**src/rtl/cpu_types_pkg.sv**
```systemverilog
// Shared types for the memory arbiter: RAM handshake state, machine word and
// arbiter FSM state encoding.
package cpu_types_pkg;

   typedef logic [31:0] word_t;

   typedef enum logic [1:0] {
      FREE   = 2'd0,
      BUSY   = 2'd1,
      ACCESS = 2'd2,
      ERROR  = 2'd3
   } ramstate_t;

   typedef enum logic [1:0] {
      IDLE = 2'd0,
      DACC = 2'd1,
      IACC = 2'd2,
      ERR  = 2'd3
   } arb_state_t;

endpackage

```
**src/rtl/memarb_watchdog.sv**
```systemverilog
// Counts consecutive enabled cycles; expired is high on the TIMEOUT-th one.
module memarb_watchdog #(
   parameter int TIMEOUT = 64
) (
   input  logic clk,
   input  logic rst_n,
   input  logic clr,
   input  logic en,
   output logic expired
);

   localparam int W = (TIMEOUT > 2) ? $clog2(TIMEOUT) : 1;

   logic [W-1:0] count_reg;

   always_ff @(posedge clk or negedge rst_n) begin
      if (!rst_n) begin
         count_reg <= '0;
      end else if (clr) begin
         count_reg <= '0;
      end else if (en) begin
         count_reg <= count_reg + W'(1);
      end
   end

   // The count never passes TIMEOUT-1: expiry forces the FSM out of the access states.
   assign expired = en && !clr && (count_reg == W'(TIMEOUT - 1));

endmodule

```
**src/rtl/memory_arbiter.sv**
```systemverilog
// Arbitrates data and instruction requests onto one variable-latency RAM.
// Optional statistics counters are enabled with the MEMARB_STATS_EN macro.
module memory_arbiter
   import cpu_types_pkg::*;
#(
   parameter int TIMEOUT = 64,
   parameter int CNT_W   = 16
) (
   input  logic      CLK,
   input  logic      nRST,
   input  logic      imemREN,
   input  word_t     imemaddr,
   output word_t     imemload,
   output logic      ihit,
   input  logic      dmemREN,
   input  logic      dmemWEN,
   input  word_t     dmemaddr,
   input  word_t     dmemstore,
   output word_t     dmemload,
   output logic      dhit,
   output word_t     ramaddr,
   output word_t     ramstore,
   output logic      ramREN,
   output logic      ramWEN,
   input  word_t     ramload,
   input  ramstate_t ramstate,
   output logic      mem_err
`ifdef MEMARB_STATS_EN
   ,
   output logic [CNT_W-1:0] icount,
   output logic [CNT_W-1:0] dcount,
   output logic [CNT_W-1:0] stall_count
`endif
);

   arb_state_t state_reg, state_next;
   word_t      addr_reg, store_reg, imemload_reg, dmemload_reg;
   logic       write_reg, ihit_reg, dhit_reg;
   logic       accept_d, accept_i, done, in_access, wd_expired;

   assign in_access = (state_reg == DACC) || (state_reg == IACC);

   memarb_watchdog #(.TIMEOUT(TIMEOUT)) u_watchdog (
      .clk     (CLK),
      .rst_n   (nRST),
      .clr     (!in_access),
      .en      (in_access && (ramstate != ACCESS)),
      .expired (wd_expired)
   );

   always_comb begin
      state_next = state_reg;
      accept_d   = 1'b0;
      accept_i   = 1'b0;
      done       = 1'b0;
      case (state_reg)
         IDLE: begin
            if (dmemWEN || dmemREN) begin
               state_next = DACC;
               accept_d   = 1'b1;
            end else if (imemREN) begin
               state_next = IACC;
               accept_i   = 1'b1;
            end
         end
         DACC, IACC: begin
            if (ramstate == ACCESS) begin
               state_next = IDLE;
               done       = 1'b1;
            end else if ((ramstate == ERROR) || wd_expired) begin
               state_next = ERR;
            end
         end
         ERR:     state_next = ERR;
         default: state_next = IDLE;
      endcase
   end

   always_ff @(posedge CLK or negedge nRST) begin
      if (!nRST) begin
         state_reg    <= IDLE;
         addr_reg     <= '0;
         store_reg    <= '0;
         write_reg    <= 1'b0;
         imemload_reg <= '0;
         dmemload_reg <= '0;
         ihit_reg     <= 1'b0;
         dhit_reg     <= 1'b0;
      end else begin
         state_reg <= state_next;
         ihit_reg  <= done && (state_reg == IACC);
         dhit_reg  <= done && (state_reg == DACC);
         if (accept_d) begin
            addr_reg  <= dmemaddr;
            store_reg <= dmemstore;
            write_reg <= dmemWEN;
         end else if (accept_i) begin
            addr_reg  <= imemaddr;
            write_reg <= 1'b0;
         end
         if (done && (state_reg == IACC)) begin
            imemload_reg <= ramload;
         end
         if (done && (state_reg == DACC) && !write_reg) begin
            dmemload_reg <= ramload;
         end
      end
   end

   // Strobes follow the latched request only, so they are low in IDLE and ERR.
   assign ramREN   = (state_reg == IACC) || ((state_reg == DACC) && !write_reg);
   assign ramWEN   = (state_reg == DACC) && write_reg;
   assign ramaddr  = addr_reg;
   assign ramstore = store_reg;
   assign imemload = imemload_reg;
   assign dmemload = dmemload_reg;
   assign ihit     = ihit_reg;
   assign dhit     = dhit_reg;
   assign mem_err  = (state_reg == ERR);

`ifdef MEMARB_STATS_EN
   logic [CNT_W-1:0] icount_reg, dcount_reg, stall_count_reg;

   always_ff @(posedge CLK or negedge nRST) begin
      if (!nRST) begin
         icount_reg      <= '0;
         dcount_reg      <= '0;
         stall_count_reg <= '0;
      end else begin
         if (ihit_reg && (icount_reg != '1)) begin
            icount_reg <= icount_reg + CNT_W'(1);
         end
         if (dhit_reg && (dcount_reg != '1)) begin
            dcount_reg <= dcount_reg + CNT_W'(1);
         end
         if (in_access && (stall_count_reg != '1)) begin
            stall_count_reg <= stall_count_reg + CNT_W'(1);
         end
      end
   end

   assign icount      = icount_reg;
   assign dcount      = dcount_reg;
   assign stall_count = stall_count_reg;
`endif

endmodule

```
**config.mk**
```make
export PLATFORM = sky130hd
export DESIGN_NAME = memory_arbiter
export DESIGN_NICKNAME = d
export VERILOG_FILES = /design/src/rtl/cpu_types_pkg.sv /design/src/rtl/memarb_watchdog.sv /design/src/rtl/memory_arbiter.sv
export SDC_FILE = /design/constraint.sdc
export NUM_CORES = 1
export LEC_CHECK = 0
export ABC_AREA = 0
export CORE_AREA = 2 2 127 129
export CTS_CLUSTER_SIZE = 28
export DETAILED_ROUTE_END_ITERATION = 8
export DIE_AREA = 0 0 129 131
export PLACE_DENSITY = 0.75
export RECOVER_POWER = 25
export SLEW_MARGIN = 25
export SYNTH_ARGS = -nofsm -noshare
export SYNTH_HDL_FRONTEND = slang
export SYNTH_SLANG_ARGS = --single-unit
```
**constraint.sdc**
```tcl
create_clock -name CLK -period 1.8 [get_ports CLK]
set_input_delay 0.18 -clock CLK [delete_from_list [all_inputs] [get_ports CLK]]
set_output_delay 0.18 -clock CLK [all_outputs]
set_load 0.005 [all_outputs]
```
==> results of run 1 <==
[power by group through the flow]
stage / combinational [mW] / sequential, mW / clock, mW
after detailed placement: 6.53 / 5.43 / 0
final: 6.81 / 5.40 / 3.10
after CTS: 6.57 / 5.38 / 3.21
after global routing: 7.36 / 5.57 / 3.35
after floorplan: 2.33 / 5.46 / 0
after global placement: 6.32 / 5.34 / 0
[metal layers]
layer  GRT usage, %  part of all wire [%]
met3           6.31                   8.2
met4           7.35                   2.0
met1           19.2                    38
met2           31.2                    52
met5              0                     0
[worst reg2reg max path, cell delays in order (launching register included)]
cell       delay [ns]
dfrtp_1          0.38
inv_2            0.10
ha_4             0.16
nand2b_4         0.06
buf_6            0.12
nor3_4           0.20
buf_12           0.17
clkbuf_16        0.16
mux2_4           0.30
[cell families after synthesis]
group / count (synthesis) / synth area share (%)
flops: 139 / 61.9
mux: 128 / 24.9
simple gates: 57 / 4.68
compound gates: 41 / 3.96
buf+inv: 26 / 2.65
xor+xnor: 5 / 0.779
fa+ha+maj: 5 / 1.11
[area by class of cell]
cell class                      count  area, sq um
Fill cell                        1224         6140
Sequential cell                   139         3480
Timing Repair Buffer              291         3020
Multi-Input combinational cell    236         2140
Clock buffer                       20          457
Tap cell                          216          270
Clock inverter                     11         73.8
Inverter                            5         18.8
[stage by stage]
step                setup TNS, ns  worst slack (ns)  hold slack, ns  instance area, sq um
floorplan                       0            0.0381          -0.116                  5620
global placement                0            0.0680           0.137                  8680
detailed placement              0            0.0146           0.148                  8680
CTS                      -0.00688          -0.00610           0.277                  9230
global route                -1.12           -0.0494           0.356                  9460
finish                          0            0.0398           0.380                  9460
[final timing paths]
check | cells after the start | to
max | 8 | dmemload[30]$_DFFE_PN0P_
min | 2 | ramstore[9]$_DFFE_PN0P_
max reg2reg | 8 | dmemload[30]$_DFFE_PN0P_
min reg2reg | 2 | ramaddr[11]$_DFFE_PN0P_
max in group asynchronous | 3 | ramstore[31]$_DFFE_PN0P_
min in group asynchronous | 2 | imemload[19]$_DFFE_PN0P_
[timing repair]
item / 4_1_cts / 5_1_grt
endpoints found under the setup margin: 3 / 33
endpoints found under the hold margin: 43 / 0
resized for setup: 6 / 33
gates cloned: 0 / 4
buffers inserted: 1 / 1
pin swaps: 0 / 2
hold buffers: 1 / 0
[placed cells by master (no fill, tap or decap), types with 8 or more instances in the layout]
cell type and instances:
clkdlybuf4s50_1 263, dfrtp_1 139, mux2_2 67, nand2_1 36, o21ai_0 33, mux2i_1 32, mux2_4 28, clkbuf_16 20
buf_4 8, buf_12 8
==> results.md, run 1 <==
* Standard cell with the maximum stage delay on the critical path: dfrtp_1
* Number of placed instances with taps included at between 800 and 900
* Initial core utilization at a little over a third
* Worst Skew at approximately 0.009 ns
* Unrepaired setup endpoints after global routing: yes
* Cells traversed along the worst timing path: inv_2 > ha_4 > nand2b_4 > buf_6 > nor3_4 > buf_12 > clkbuf_16 > mux2_4
* Portion of the post-synthesis area used by sequential elements at 61.9%
* Switching pwr at about 4.4 mW
* Critical Path Start Type: flop
* Clock group share of total power at between 20% and 30%
* Least-Margin Pin Slew at 1.22 ns
* Vias in the first global route at ~4,500
* Share of post-route cells with drive strength above 1 at between 20% and 30%
* Most common flop cell mapped by yosys: dfrtp_1
* Count of maximum capacitance violations at 0
* Number of storage elements in the synthesis netlist at approximately 140
* GRT Overall Usage at 17.6%
* Share of total power consumed by net switching at about 29%
* Max Slew Vio Count at 0
* Width of the chip at ~130 microns
* Critical path fanouts, max at 6
* Floorplan row count at 46
* Antenna-violating nets left at 0
* Leftover overflow at the end of global routing at 0
* Crit path buffers/inverters at 4
* Combined area of all synthesized cells at around 0.0056 sq mm
* Area growth from synthesis to layout at 68.3%
* Io pins at about 270
* Tightest slew margin relative to the limit at between 10% and 20%
* Count of clock tree sinks at 139
* Maximum buffer depth of the clock tree at 2
* Clock buffer count from CTS at 17
* Cell variety after synth at 31
* Total detailed-routing wirelength at about 15 mm
* Cell type with the largest total area after synthesis: dfrtp_1
* Time the worst path needs with I/O delays and setup at approximately 1.8 ns
* Final core utilization at between 60 and 70%
* Hold/Removal Path Class: in -> reg
* Remaining design rule violation count at 0
* Wire per inst at approximately 17 microns
* Crit Path Class: reg -> reg
* Number of warnings issued by yosys at 0
* Number of I/O port buffers at ~270
* Period utilization at 97.8%
* Family with the most delay on the worst path: buffers and inverters
* Internal Pwr Total at roughly 11 mW
* Placed wire-length estimate at between 10 and 15 mm
* IR Drop Worst-Case VDD at approximately 0.7 mV
* Leak Pwr at between 4 and 5 nW
* Global placer's final weighted congestion at slightly above 0.7
* Post-synthesis cell count at 401
* CP Launch Point: state_reg[1]$_DFFE_PN0P_
* PnR Total Power at between 15 and 20 mW
* Share of flip-flops with an asynchronous set or reset after synthesis at 100%
* Number of levels the H-tree was split into at 4
* Commonest cells in the synthesized netlist: 139 x dfrtp_1, 93 x mux2_2, 36 x nand2_1, 33 x o21ai_0, 32 x mux2i_1
* Largest incremental delay on the critical path at approximately 0.38 ns
* Number of endpoints with negative hold slack in the final report at 0
* Top-area cell type share of the netlist area at around three fifths
* Combinational Power Share at 44.5%
* Die Y at 131 microns
* Run status: complete, no violations
* Placeable Area at ~0.016 sq mm
* Synthesized netlist net count at about 540
* Final number of setup-violating endpoints at 0
* Wire length of the first global-routing pass at 22.7 mm
* Worst reg2reg path startpoint: state_reg[1]$_DFFE_PN0P_
* Number of synthesized flops with an enable pin at 0
* Number of nets in the finished design at between 800 and 900
* Crit path DAT at 2.05 ns
* Initial detailed-routing violation count at around 120
* Clock insertion delay at the later pin of the skew report at between 0.4 and 0.5 ns
* CTS root buffer: clkbuf_16
* Floorplan die area at 0.0169 sq mm
* Worst path required time at roughly 2.1 ns
* Maximum number of pins on one net before global-route repair at 58
* TritonCTS clock tree: done
* Worst-case register-to-register setup slack at approximately 0.04 ns
* Worst hold start: dmemstore[9]
* Number of antenna violations at the first check in global routing at 0
* Routed vias at 4,272
* Peak Freq at between 500 and 600 MHz
* Synthesized area per cell at about 14 sq um
* Clock transition at the registers of the reported paths at approximately 0.060 ns
* Power per cell area at ~1600 mW/mm^2
* Number of antenna repair diodes at 0
* First drt pass iteration count at 4
* Detail-routed via count per cell at between 4 and 5
* Critical path endpoint category: flop
* Dominant cells by area after synthesis: dfrtp_1 62%, mux2_2 19%, mux2i_1 5.7%
* Number of cells in the finished layout apart from fillers at between 900 and 1,000
* Most used standard cell by instance count after synthesis: dfrtp_1
* Fraction of power consumed by sequential logic at 35.3%
Note: power is estimated with default switching activity, not from simulation.
==> run 2, diff against run 1 <==
--- a/config.mk
+++ b/config.mk
@@ -10,6 +10,7 @@
 export CTS_CLUSTER_SIZE = 28
 export DETAILED_ROUTE_END_ITERATION = 8
 export DIE_AREA = 0 0 129 131
+export GPL_ROUTABILITY_DRIVEN = 0
 export PLACE_DENSITY = 0.75
 export RECOVER_POWER = 25
 export SLEW_MARGIN = 25
==> results of run 2 <==
Same layout as run 1: the final DEF is identical, and so are final timing and power.
